File: config.mk
export PLATFORM = sky130hd
export DESIGN_NAME = conv_window_sched_flat
export DESIGN_NICKNAME = d
export VERILOG_FILES = /design/src/rtl/conv_window_sched_if.sv /design/src/rtl/conv_window_sched.sv /design/src/flat_wrapper.sv
export SDC_FILE = /design/constraint.sdc
export NUM_CORES = 1
export LEC_CHECK = 0
export ABC_AREA = 1
export CAP_MARGIN = 25
export CORE_MARGIN = 4
export CORE_UTILIZATION = 50
export DETAILED_ROUTE_END_ITERATION = 12
export PLACE_DENSITY_LB_ADDON = 0.3
export SLEW_MARGIN = 20
export SYNTH_ARGS = -nofsm -noshare
export SYNTH_HDL_FRONTEND = slang
export SYNTH_SLANG_ARGS = --single-unit
File: constraint.sdc
create_clock -name clk -period 5.8 [get_ports clk]
set_input_delay 1.16 -clock clk [delete_from_list [all_inputs] [get_ports clk]]
set_output_delay 1.16 -clock clk [all_outputs]
set_load 0.02 [all_outputs]
File: src/rtl/conv_window_sched_if.sv
// Handshake bundle between the window scheduler, the input bit-RAM and the core.
interface conv_window_sched_if #(
  parameter int unsigned ADDR_W = 10
);
  logic              frame_clr_i;
  logic [ADDR_W-1:0] wr_cnt_i;
  logic              core_bsy_i;
  logic              rd_en_o;
  logic [ADDR_W-1:0] rd_addr_o;
  logic              px_vld_o;
  logic [3:0]        px_idx_o;
  logic              win_strt_o;
  logic [4:0]        out_row_o;
  logic [4:0]        out_col_o;
  logic              frame_done_o;
  logic              busy_o;

  // Scheduler side
  modport master (
    input  frame_clr_i, wr_cnt_i, core_bsy_i,
    output rd_en_o, rd_addr_o, px_vld_o, px_idx_o, win_strt_o,
           out_row_o, out_col_o, frame_done_o, busy_o
  );

  // RAM / core / frame-control side
  modport slave (
    output frame_clr_i, wr_cnt_i, core_bsy_i,
    input  rd_en_o, rd_addr_o, px_vld_o, px_idx_o, win_strt_o,
           out_row_o, out_col_o, frame_done_o, busy_o
  );
endinterface

File: src/rtl/conv_window_sched.sv
// Convolution input scheduler: waits for a KSZ x KSZ window to be present in the
// input RAM, issues its reads in row-major order, starts the core and walks the
// output map position by position.
module conv_window_sched #(
  parameter int unsigned IMG_W  = 28,
  parameter int unsigned KSZ    = 3,
  parameter int unsigned ADDR_W = 10
) (
  input logic                 clk,
  input logic                 rst,
  conv_window_sched_if.master bus
);

  localparam int unsigned NTAP       = KSZ * KSZ;
  localparam int unsigned TAP_W      = 4;
  localparam int unsigned POS_W      = 5;
  localparam int unsigned LAST_POS   = IMG_W - KSZ;
  localparam int unsigned ANCHOR_OFF = (KSZ - 1) * IMG_W + (KSZ - 1);
  localparam int unsigned CMP_W      = ADDR_W + 1;

  typedef enum logic [1:0] {
    S_IDLE  = 2'd0,
    S_FETCH = 2'd1,
    S_DONE  = 2'd2
  } state_e;

  state_e              state_q, state_d;
  logic [TAP_W-1:0]    tap_q, tap_d;
  logic [TAP_W-1:0]    kx_q, kx_d;
  logic [TAP_W-1:0]    ky_q, ky_d;
  logic [ADDR_W-1:0]   base_q, base_d;
  logic [POS_W-1:0]    row_q, row_d;
  logic [POS_W-1:0]    col_q, col_d;

  logic                rd_en_q, rd_en_d;
  logic [ADDR_W-1:0]   rd_addr_q, rd_addr_d;
  logic                win_strt_q, win_strt_d;
  logic                frame_done_q, frame_done_d;
  logic                busy_q, busy_d;
  logic                px_vld_q, px_vld_d;
  logic [TAP_W-1:0]    px_idx_q, px_idx_d;

  logic [CMP_W-1:0]    anchor_c;
  logic                avail_c;
  logic                last_win_c;

  // Window availability: last pixel of the current window already written
  always_comb begin
    anchor_c   = CMP_W'(base_q) + CMP_W'(ANCHOR_OFF);
    avail_c    = anchor_c < CMP_W'(bus.wr_cnt_i);
    last_win_c = (row_q == POS_W'(LAST_POS)) && (col_q == POS_W'(LAST_POS));
  end

  // Next-state, position walk and registered-output precompute
  always_comb begin
    state_d = state_q;
    tap_d   = tap_q;
    kx_d    = kx_q;
    ky_d    = ky_q;
    base_d  = base_q;
    row_d   = row_q;
    col_d   = col_q;

    unique case (state_q)
      S_IDLE: begin
        if (avail_c && !bus.core_bsy_i) begin
          state_d = S_FETCH;
          tap_d   = '0;
          kx_d    = '0;
          ky_d    = '0;
        end
      end
      S_FETCH: begin
        if (tap_q == TAP_W'(NTAP - 1)) begin
          tap_d = '0;
          kx_d  = '0;
          ky_d  = '0;
          // Column wrap skips the KSZ-1 right-edge pixels plus the normal step
          if (col_q == POS_W'(LAST_POS)) begin
            col_d  = '0;
            row_d  = row_q + POS_W'(1);
            base_d = base_q + ADDR_W'(KSZ);
          end else begin
            col_d  = col_q + POS_W'(1);
            base_d = base_q + ADDR_W'(1);
          end
          state_d = last_win_c ? S_DONE : S_IDLE;
        end else begin
          tap_d = tap_q + TAP_W'(1);
          if (kx_q == TAP_W'(KSZ - 1)) begin
            kx_d = '0;
            ky_d = ky_q + TAP_W'(1);
          end else begin
            kx_d = kx_q + TAP_W'(1);
          end
        end
      end
      S_DONE: begin
        state_d = S_DONE;
      end
      default: begin
        state_d = S_IDLE;
      end
    endcase

    // Outputs are registered, so they are derived from the next state
    rd_en_d      = (state_d == S_FETCH);
    rd_addr_d    = rd_en_d ? base_q + ADDR_W'(32'(ky_d) * IMG_W + 32'(kx_d)) : '0;
    win_strt_d   = (state_q == S_IDLE) && (state_d == S_FETCH);
    frame_done_d = (state_q == S_FETCH) && (state_d == S_DONE);
    busy_d       = rd_en_d;
    // RAM read latency of one: tag the data returning next cycle
    px_vld_d     = rd_en_q;
    px_idx_d     = rd_en_q ? tap_q : '0;
  end

  // State, position and output registers; frame_clr restarts like reset
  always_ff @(posedge clk) begin
    if (rst || bus.frame_clr_i) begin
      state_q      <= S_IDLE;
      tap_q        <= '0;
      kx_q         <= '0;
      ky_q         <= '0;
      base_q       <= '0;
      row_q        <= '0;
      col_q        <= '0;
      rd_en_q      <= 1'b0;
      rd_addr_q    <= '0;
      win_strt_q   <= 1'b0;
      frame_done_q <= 1'b0;
      busy_q       <= 1'b0;
      px_vld_q     <= 1'b0;
      px_idx_q     <= '0;
    end else begin
      state_q      <= state_d;
      tap_q        <= tap_d;
      kx_q         <= kx_d;
      ky_q         <= ky_d;
      base_q       <= base_d;
      row_q        <= row_d;
      col_q        <= col_d;
      rd_en_q      <= rd_en_d;
      rd_addr_q    <= rd_addr_d;
      win_strt_q   <= win_strt_d;
      frame_done_q <= frame_done_d;
      busy_q       <= busy_d;
      px_vld_q     <= px_vld_d;
      px_idx_q     <= px_idx_d;
    end
  end

  assign bus.rd_en_o      = rd_en_q;
  assign bus.rd_addr_o    = rd_addr_q;
  assign bus.px_vld_o     = px_vld_q;
  assign bus.px_idx_o     = px_idx_q;
  assign bus.win_strt_o   = win_strt_q;
  assign bus.out_row_o    = row_q;
  assign bus.out_col_o    = col_q;
  assign bus.frame_done_o = frame_done_q;
  assign bus.busy_o       = busy_q;

endmodule
File: src/flat_wrapper.sv
// flat-port wrapper written by rule: the top's interface ports become plain ports
module conv_window_sched_flat 
#(
  parameter int unsigned IMG_W  = 28,
  parameter int unsigned KSZ    = 3,
  parameter int unsigned ADDR_W = 10
)
  (clk, rst, bus_frame_clr_i, bus_wr_cnt_i, bus_core_bsy_i, bus_rd_en_o, bus_rd_addr_o, bus_px_vld_o, bus_px_idx_o, bus_win_strt_o, bus_out_row_o, bus_out_col_o, bus_frame_done_o, bus_busy_o);
  conv_window_sched_if #(.ADDR_W(ADDR_W)) bus_i ();
  input logic clk;
  input logic rst;
  input wire logic [$bits(bus_i.frame_clr_i)-1:0] bus_frame_clr_i;
  input wire logic [$bits(bus_i.wr_cnt_i)-1:0] bus_wr_cnt_i;
  input wire logic [$bits(bus_i.core_bsy_i)-1:0] bus_core_bsy_i;
  output wire logic [$bits(bus_i.rd_en_o)-1:0] bus_rd_en_o;
  output wire logic [$bits(bus_i.rd_addr_o)-1:0] bus_rd_addr_o;
  output wire logic [$bits(bus_i.px_vld_o)-1:0] bus_px_vld_o;
  output wire logic [$bits(bus_i.px_idx_o)-1:0] bus_px_idx_o;
  output wire logic [$bits(bus_i.win_strt_o)-1:0] bus_win_strt_o;
  output wire logic [$bits(bus_i.out_row_o)-1:0] bus_out_row_o;
  output wire logic [$bits(bus_i.out_col_o)-1:0] bus_out_col_o;
  output wire logic [$bits(bus_i.frame_done_o)-1:0] bus_frame_done_o;
  output wire logic [$bits(bus_i.busy_o)-1:0] bus_busy_o;
  assign bus_i.frame_clr_i = bus_frame_clr_i;
  assign bus_i.wr_cnt_i = bus_wr_cnt_i;
  assign bus_i.core_bsy_i = bus_core_bsy_i;
  assign bus_rd_en_o = bus_i.rd_en_o;
  assign bus_rd_addr_o = bus_i.rd_addr_o;
  assign bus_px_vld_o = bus_i.px_vld_o;
  assign bus_px_idx_o = bus_i.px_idx_o;
  assign bus_win_strt_o = bus_i.win_strt_o;
  assign bus_out_row_o = bus_i.out_row_o;
  assign bus_out_col_o = bus_i.out_col_o;
  assign bus_frame_done_o = bus_i.frame_done_o;
  assign bus_busy_o = bus_i.busy_o;
  conv_window_sched #(.IMG_W(IMG_W), .KSZ(KSZ), .ADDR_W(ADDR_W)) u_core (.clk(clk), .rst(rst), .bus(bus_i));
endmodule
==> results_dict.tcl, run 1 <==
set metrics [dict create \
    critPathRequiredTime_ns 5.99 \
    critical_path_class "input port to register" \
    n_antenna_cell 0 \
    start_util 0.5257 \
    swShare 0.2435 \
    internal_power_mw 0.4770 \
    final_layout_size_suffix_gt1_frac 0.07085 \
    fin_skew_ns 0.007303 \
    ant_nets 0 \
    die_h_um 90.64 \
    grt_max_degree 19 \
    hold_viol 0 \
    reg2reg_setup_slack_ns 0.89 \
    overflow 0 \
    cts_buffer_depth 2 \
    rsz0062_at_grt "false" \
    track_usage 0.1747 \
    synth_most_common_cell "inv_1" \
    io_pins 43 \
    routed_via_density 5.033 \
    root_buffer "clkbuf_8" \
    fin_crit_ns 5.274 \
    worstMarginPinSlew_ns 0.5063 \
    seq_area_frac_synth 0.3049 \
    synth_nets 509 \
    p_per_area_mw_per_mm2 157.8 \
    cap_violations 0 \
    p_leak_nw 1.933 \
    max_freq_mhz 189.6 \
    postCtsHoldBufs 0 \
    dpl.hpwl_um 5351 \
    async_flop_share 0 \
    slew_headroom 0.6621 \
    clk_pin_slew_worst_paths_ns 0.10 \
    rows 29 \
    setup_viol_count_final 0 \
    startpoint "bus_wr_cnt_i[6]" \
    worstReg2RegEnd "u_core.bus.rd_addr_o[9]" \
    status "complete, no violations" \
    vias 2874 \
    cp_max_fo 5 \
    cp-start-kind "input port" \
    synth_common_cells "inv_1, nand2_1, dfxtp_1" \
    routabilityCongestion 0.8464 \
    slew_viol_final 0 \
    synthCells 448 \
    grt_pass1_wl_um 12190 \
    synth_top_area_cell "dfxtp_1" \
    ys.flop_type "dfxtp_1" \
    power_frac_clock 0.354 \
    post_cts_buffers 0 \
    r2r-start "u_core.base_q[1]" \
    ys_ff_latch 52 \
    grt_pass1_vias 2882 \
    drcViolationCount 0 \
    die_x_um 90.64 \
    ff2ff_path_depth 28 \
    power_switching_mw 0.1536 \
    ys_types 40 \
    synthTopCellsByArea "dfxtp_1, ha_1, inv_1" \
    fillers 619 \
    final_cells 571 \
    antenna_found_initial 0 \
    routedWlPerCell_um 11.80 \
    netlist.area_leader.share 0.3049 \
    seqPwrFrac 0.572 \
    wl_um 6739 \
    htree_num_levels 2 \
    coreArea_mm2 0.006495 \
    dp_cells 563 \
    clock_sinks 52 \
    drt_iter0_drc 131 \
    power_frac_comb 0.074 \
    numCtsBuffers 5 \
    area_growth_pct 17.08 \
    synth-warning-count 0 \
    cts-resized-gates 0 \
    synth-edff-count 0 \
    cts_tree "built" \
    dr.pass1.iters 4 \
    worstPathArrival_ns 5.46 \
    period_share 0.9094 \
    fin_setup_tns_ns 0 \
    postSynthAreaPerCell_um2 7.622 \
    port_buffers 42 \
    end_kind "register" \
    vdd_ir_drop_max_mv 0.1428 \
    endpoint "u_core.bus.rd_addr_o[9]" \
    nets 554 \
    clock_latency_ns 0.31 \
    synth_area_mm2 0.003415 \
    hold_class "register to register" \
    die-area_mm2 0.008216 \
]
==> cell type report <==
type,count,area (um2),share of cell area
flip-flops and latches,52,1041,0.2604
well taps,77,96.34,0.02410
repair buffers,43,427.9,0.1070
clock inverters,2,13.76,0.003443
inverters,88,332.8,0.08326
clock buffers,6,82.58,0.02066
multi-input cells,303,2003,0.5011
==> power by group through the flow <==
stage	logic [mW]	clock network, mW	registers, mW
finish	0.0469	0.223	0.361
CTS	0.0474	0.228	0.361
detailed placement	0.0472	0	0.369
floorplan	0.0290	0	0.370
global placement	0.0462	0	0.369
global route	0.0534	0.239	0.361
==> cells by family (layout without fill, tap and decap cells) <==
kind of cell               after synthesis  after routing  share of synthesized area
xor gates and xnor gates                20             20                    0.05130
DFF                                     52             52                     0.3049
and+or+nand+nor                        172            172                     0.2466
adders and majority gates               47             47                     0.1832
AOI/OAI and AO/OA                       64             64                     0.1055
buffers and inverters                   93            139                     0.1085
==> cell usage in the layout, fill, tap and decap left out, types with 2 or more instances in the layout <==
master	instances
or2_2	3
fa_1	5
nor2_4	2
a21oi_2	2
a21oi_1	30
xor2_1	14
nor3b_1	3
nand3_2	4
nor2_1	44
inv_2	3
clkdlybuf4s50_1	42
nand2_4	2
clkbuf_8	6
xnor2_1	6
nor4_1	3
dfxtp_1	52
nand2_2	3
inv_1	84
nand3_1	22
o21bai_1	2
nand4_1	5
and3_1	3
ha_1	42
nand2_1	69
nor3_1	3
o21ai_0	22
a31oi_1	3
==> sequential cells by signal, summed over array words and instances, names as in the netlist <==
| signal | count |
|---|---|
| u_core.ky_q | 4 |
| u_core.bus.px_idx_o | 4 |
| u_core.tap_q | 4 |
| u_core.state_q | 2 |
| u_core.bus.out_row_o | 5 |
| u_core.base_q | 10 |
| u_core.bus.out_col_o | 5 |
| u_core.bus.frame_done_o | 1 |
| u_core.bus.rd_en_o | 1 |
| u_core.bus.rd_addr_o | 10 |
| u_core.bus.px_vld_o | 1 |
| u_core.kx_q | 4 |
| u_core.bus.win_strt_o | 1 |
==> worst max-delay path: stages <==
cell and delay (ns):
clkdlybuf4s50_1 0.45, inv_1 0.04, ha_1 0.30, nand2_1 0.08, inv_1 0.04, a21oi_1 0.13, nand2_1 0.07, nand2_1 0.06
nand2_1 0.05, nand2_1 0.12, nand2_2 0.12, a21oi_2 0.28, inv_1 0.12, ha_1 0.29, ha_1 0.15, inv_1 0.06
fa_1 0.39, o21ai_0 0.18, ha_1 0.25, ha_1 0.32, inv_1 0.08, nor4_1 0.27, nand2_1 0.07, o311ai_0 0.14
or2_2 0.20, a21oi_2 0.04
==> through the flow <==
step	util	area (um2)	setup WS, ns	hold WS [ns]	power, mW
after CTS	0.6155	3998	0.5119	0.5046	0.6358
after global routing	0.6155	3998	0.08566	0.5411	0.6530
after global placement	0.6007	3901	0.2863	0.4780	0.4150
after detailed placement	0.6007	3901	0.1980	0.4866	0.4162
final	0.6155	3998	0.5255	0.5006	0.6306
after floorplan	-	3415	1.052	0.4643	0.3988
==> how the worst min path moves through the flow <==
stage,start,cells after the start,to
after floorplan,u_core.tap_q[1],2,u_core.bus.px_idx_o[1]
after global placement,u_core.bus.out_row_o[4],2,u_core.bus.out_row_o[4]
after detailed placement,u_core.bus.out_row_o[4],2,u_core.bus.out_row_o[4]
after CTS,u_core.bus.out_row_o[4],2,u_core.bus.out_row_o[4]
after global routing,u_core.tap_q[1],2,u_core.bus.px_idx_o[1]
final,u_core.bus.out_row_o[4],2,u_core.bus.out_row_o[4]
==> per-layer routing <==
metal	global-route usage	up-vias	part of all wire
met2	0.3033	48	0.48
met1	0.2202	1301	0.48
met4	0.05230	0	0.010
met3	0.03000	6	0.032
met5	0	-	0
li1	-	1519	-
Power figures use the tool's default switching activity.
==> run 2, diff against run 1 <==
--- a/config.mk
+++ b/config.mk
@@ -8,7 +8,7 @@
 export ABC_AREA = 1
 export CAP_MARGIN = 25
 export CORE_MARGIN = 4
-export CORE_UTILIZATION = 50
+export CORE_UTILIZATION = 56
 export DETAILED_ROUTE_END_ITERATION = 12
 export PLACE_DENSITY_LB_ADDON = 0.3
 export SLEW_MARGIN = 20
==> results_dict.tcl, run 2 (synthesis gave the netlist of run 1 again) <==
set metrics [dict create \
    status "complete, no violations" \
    clk_pin_slew_worst_paths_ns 0.09 \
    root_buffer "clkbuf_8" \
    slew_headroom 0.6501 \
    critical_path_class "input port to register" \
    dp_cells 561 \
    period_share 0.9349 \
    design_area_mm2 0.003993 \
    vias 2910 \
    ant_nets 0 \
    layout_common_cells "inv_1, nand2_1, dfxtp_1" \
    wl_um 6962 \
    mostFrequentLayoutCell "inv_1" \
    setup_viol_count_final 0 \
    port_buffers 42 \
    drcViolationCount 0 \
    grt_use_met2 0.3385 \
    cts-resized-gates 0 \
    seqPwrFrac 0.577 \
    grt_pass1_wl_um 12210 \
    power_frac_comb 0.076 \
    power_switching_mw 0.1490 \
    fin_skew_ns 0.005656 \
    end_kind "register" \
    ff2ff_path_depth 28 \
    hold_end "u_core.bus.out_row_o[4]" \
    antenna_found_initial 0 \
    holdWs_ns 0.5118 \
    dpl_worst_slack_ns 0.08042 \
    fin_crit_ns 5.422 \
    setup_slack_ns 0.3778 \
    final_layout_size_suffix_gt1_frac 0.06883 \
    slew_viol_final 0 \
    clock_latency_ns 0.31 \
    clock_sinks 52 \
    final_cells 569 \
    worst_path_most_repeated_cell "nand2_1" \
    met1_usage 0.2572 \
    dpl.hpwl_um 5493 \
    routedWlPerCell_um 12.24 \
    internal_power_mw 0.4763 \
    cp_max_fo 5 \
    worstReg2RegEnd "u_core.bus.rd_addr_o[9]" \
    postCtsHoldBufs 0 \
    slowest_stage "clkdlybuf4s50_1" \
    grt_pass1_vias 2858 \
    worstMarginPinSlew_ns 0.5235 \
    numCtsBuffers 5 \
    overflow 0 \
    startpoint "bus_wr_cnt_i[6]" \
    worst-path-buf-inv 6 \
    dr.pass1.iters 5 \
    hold_class "register to register" \
    htree_num_levels 2 \
    cts_tree "built" \
    busiest_layer "met2" \
    vdd_ir_drop_max_mv 0.1058 \
    io_pins 43 \
    reg2reg_setup_slack_ns 0.73 \
    n_antenna_cell 0 \
    drt_iter0_drc 237 \
    cp-start-kind "input port" \
    fin_setup_tns_ns 0 \
    power_frac_clock 0.348 \
    worstPathArrival_ns 5.60 \
    post_cts_buffers 0 \
    routabilityCongestion 0.9122 \
    track_usage 0.2033 \
    rows 28 \
    hold_viol 0 \
    hold_path.startpoint "u_core.bus.out_row_o[4]" \
    r2r-start "u_core.base_q[1]" \
    rsz0062_at_grt "false" \
    swShare 0.2382 \
    cap_violations 0 \
    die_h_um 86.09 \
    gr-usage-met3 0.03939 \
    slowest_delay_ns 0.45 \
    grt_max_degree 19 \
    coreArea_mm2 0.005921 \
    area_growth_pct 16.93 \
    max_freq_mhz 184.4 \
    critPathTopFamily "adder cells" \
    place_area_mm2 0.003899 \
    start_util 0.5767 \
    p_per_area_mw_per_mm2 156.6 \
    routed_via_density 5.114 \
    die_x_um 86.09 \
    critPathRequiredTime_ns 5.98 \
    cts_buffer_depth 2 \
    die-area_mm2 0.007411 \
    nets 554 \
    p_leak_nw 1.926 \
    min_delay_path_depth 2 \
]
[run 2: cell types whose count changed in the layout (fill, tap and decap cells not counted), sizes merged]
cell / change
clkbuf: +1
clkinv: -1
clkinvlp: +1
inv: -1
[run 2: worst max path at each step]
| stage | endpoint | slack (ns) | depth (start not counted) |
|---|---|---|---|
| floorplan | u_core.bus.rd_addr_o[9] | 1.05 | 26 |
| global placement | u_core.bus.rd_addr_o[9] | 0.26 | 27 |
| detailed placement | u_core.bus.rd_addr_o[9] | 0.08 | 26 |
| CTS | u_core.bus.rd_addr_o[9] | 0.37 | 26 |
| global route | u_core.bus.rd_addr_o[9] | 0.02 | 31 |
| finish | u_core.bus.rd_addr_o[9] | 0.38 | 26 |
[run 2: through the flow]
stage                 util  power, mW
floorplan                -     0.3988
global placement    0.6585     0.4149
detailed placement  0.6585     0.4164
CTS                 0.6743     0.6285
global route        0.6743     0.6510
finish              0.6743     0.6252
[run 2: layout make-up]
class	instances	area, um2
Multi-Input combinational cell	303	2003
Clock buffer	7	86.33
Clock inverter	1	7.507
Sequential cell	52	1041
Fill cell	489	1928
Inverter	88	332.8
Timing Repair Buffer	43	427.9
Tap cell	75	93.84
[run 2: power groups by stage]
| stage | clock network, mW | registers [mW] | logic (mW) |
|---|---|---|---|
| 6_report | 0.217 | 0.361 | 0.0473 |
| 3_5_place_dp | 0 | 0.369 | 0.0473 |
| 2_1_floorplan | 0 | 0.370 | 0.0290 |
| 3_3_place_gp | 0 | 0.369 | 0.0460 |
| 4_1_cts | 0.220 | 0.361 | 0.0475 |
| 5_1_grt | 0.236 | 0.361 | 0.0534 |
[run 2: worst register-to-register path, delay by kind of cell, from the launching register on]
kind            cells  cell delay (ns)
xor+xnor            1             0.22
simple gates       12             1.24
fa+ha+maj           7             2.06
buf+inv             4             0.31
flops               1             0.52
compound gates      4             0.61
[run 2: routing by layer]
layer,routed length [um],part of all wire
met4,202,0.029
met2,3224,0.46
met3,256,0.037
met1,3280,0.47
met5,0,0
==> run 3, diff against run 2 <==
--- a/config.mk
+++ b/config.mk
@@ -10,6 +10,7 @@
 export CORE_MARGIN = 4
 export CORE_UTILIZATION = 56
 export DETAILED_ROUTE_END_ITERATION = 12
+export GPL_ROUTABILITY_DRIVEN = 0
 export PLACE_DENSITY_LB_ADDON = 0.3
 export SLEW_MARGIN = 20
 export SYNTH_ARGS = -nofsm -noshare
==> results of run 3 <==
Same layout as run 2: the final DEF is identical, and so are final timing and power.
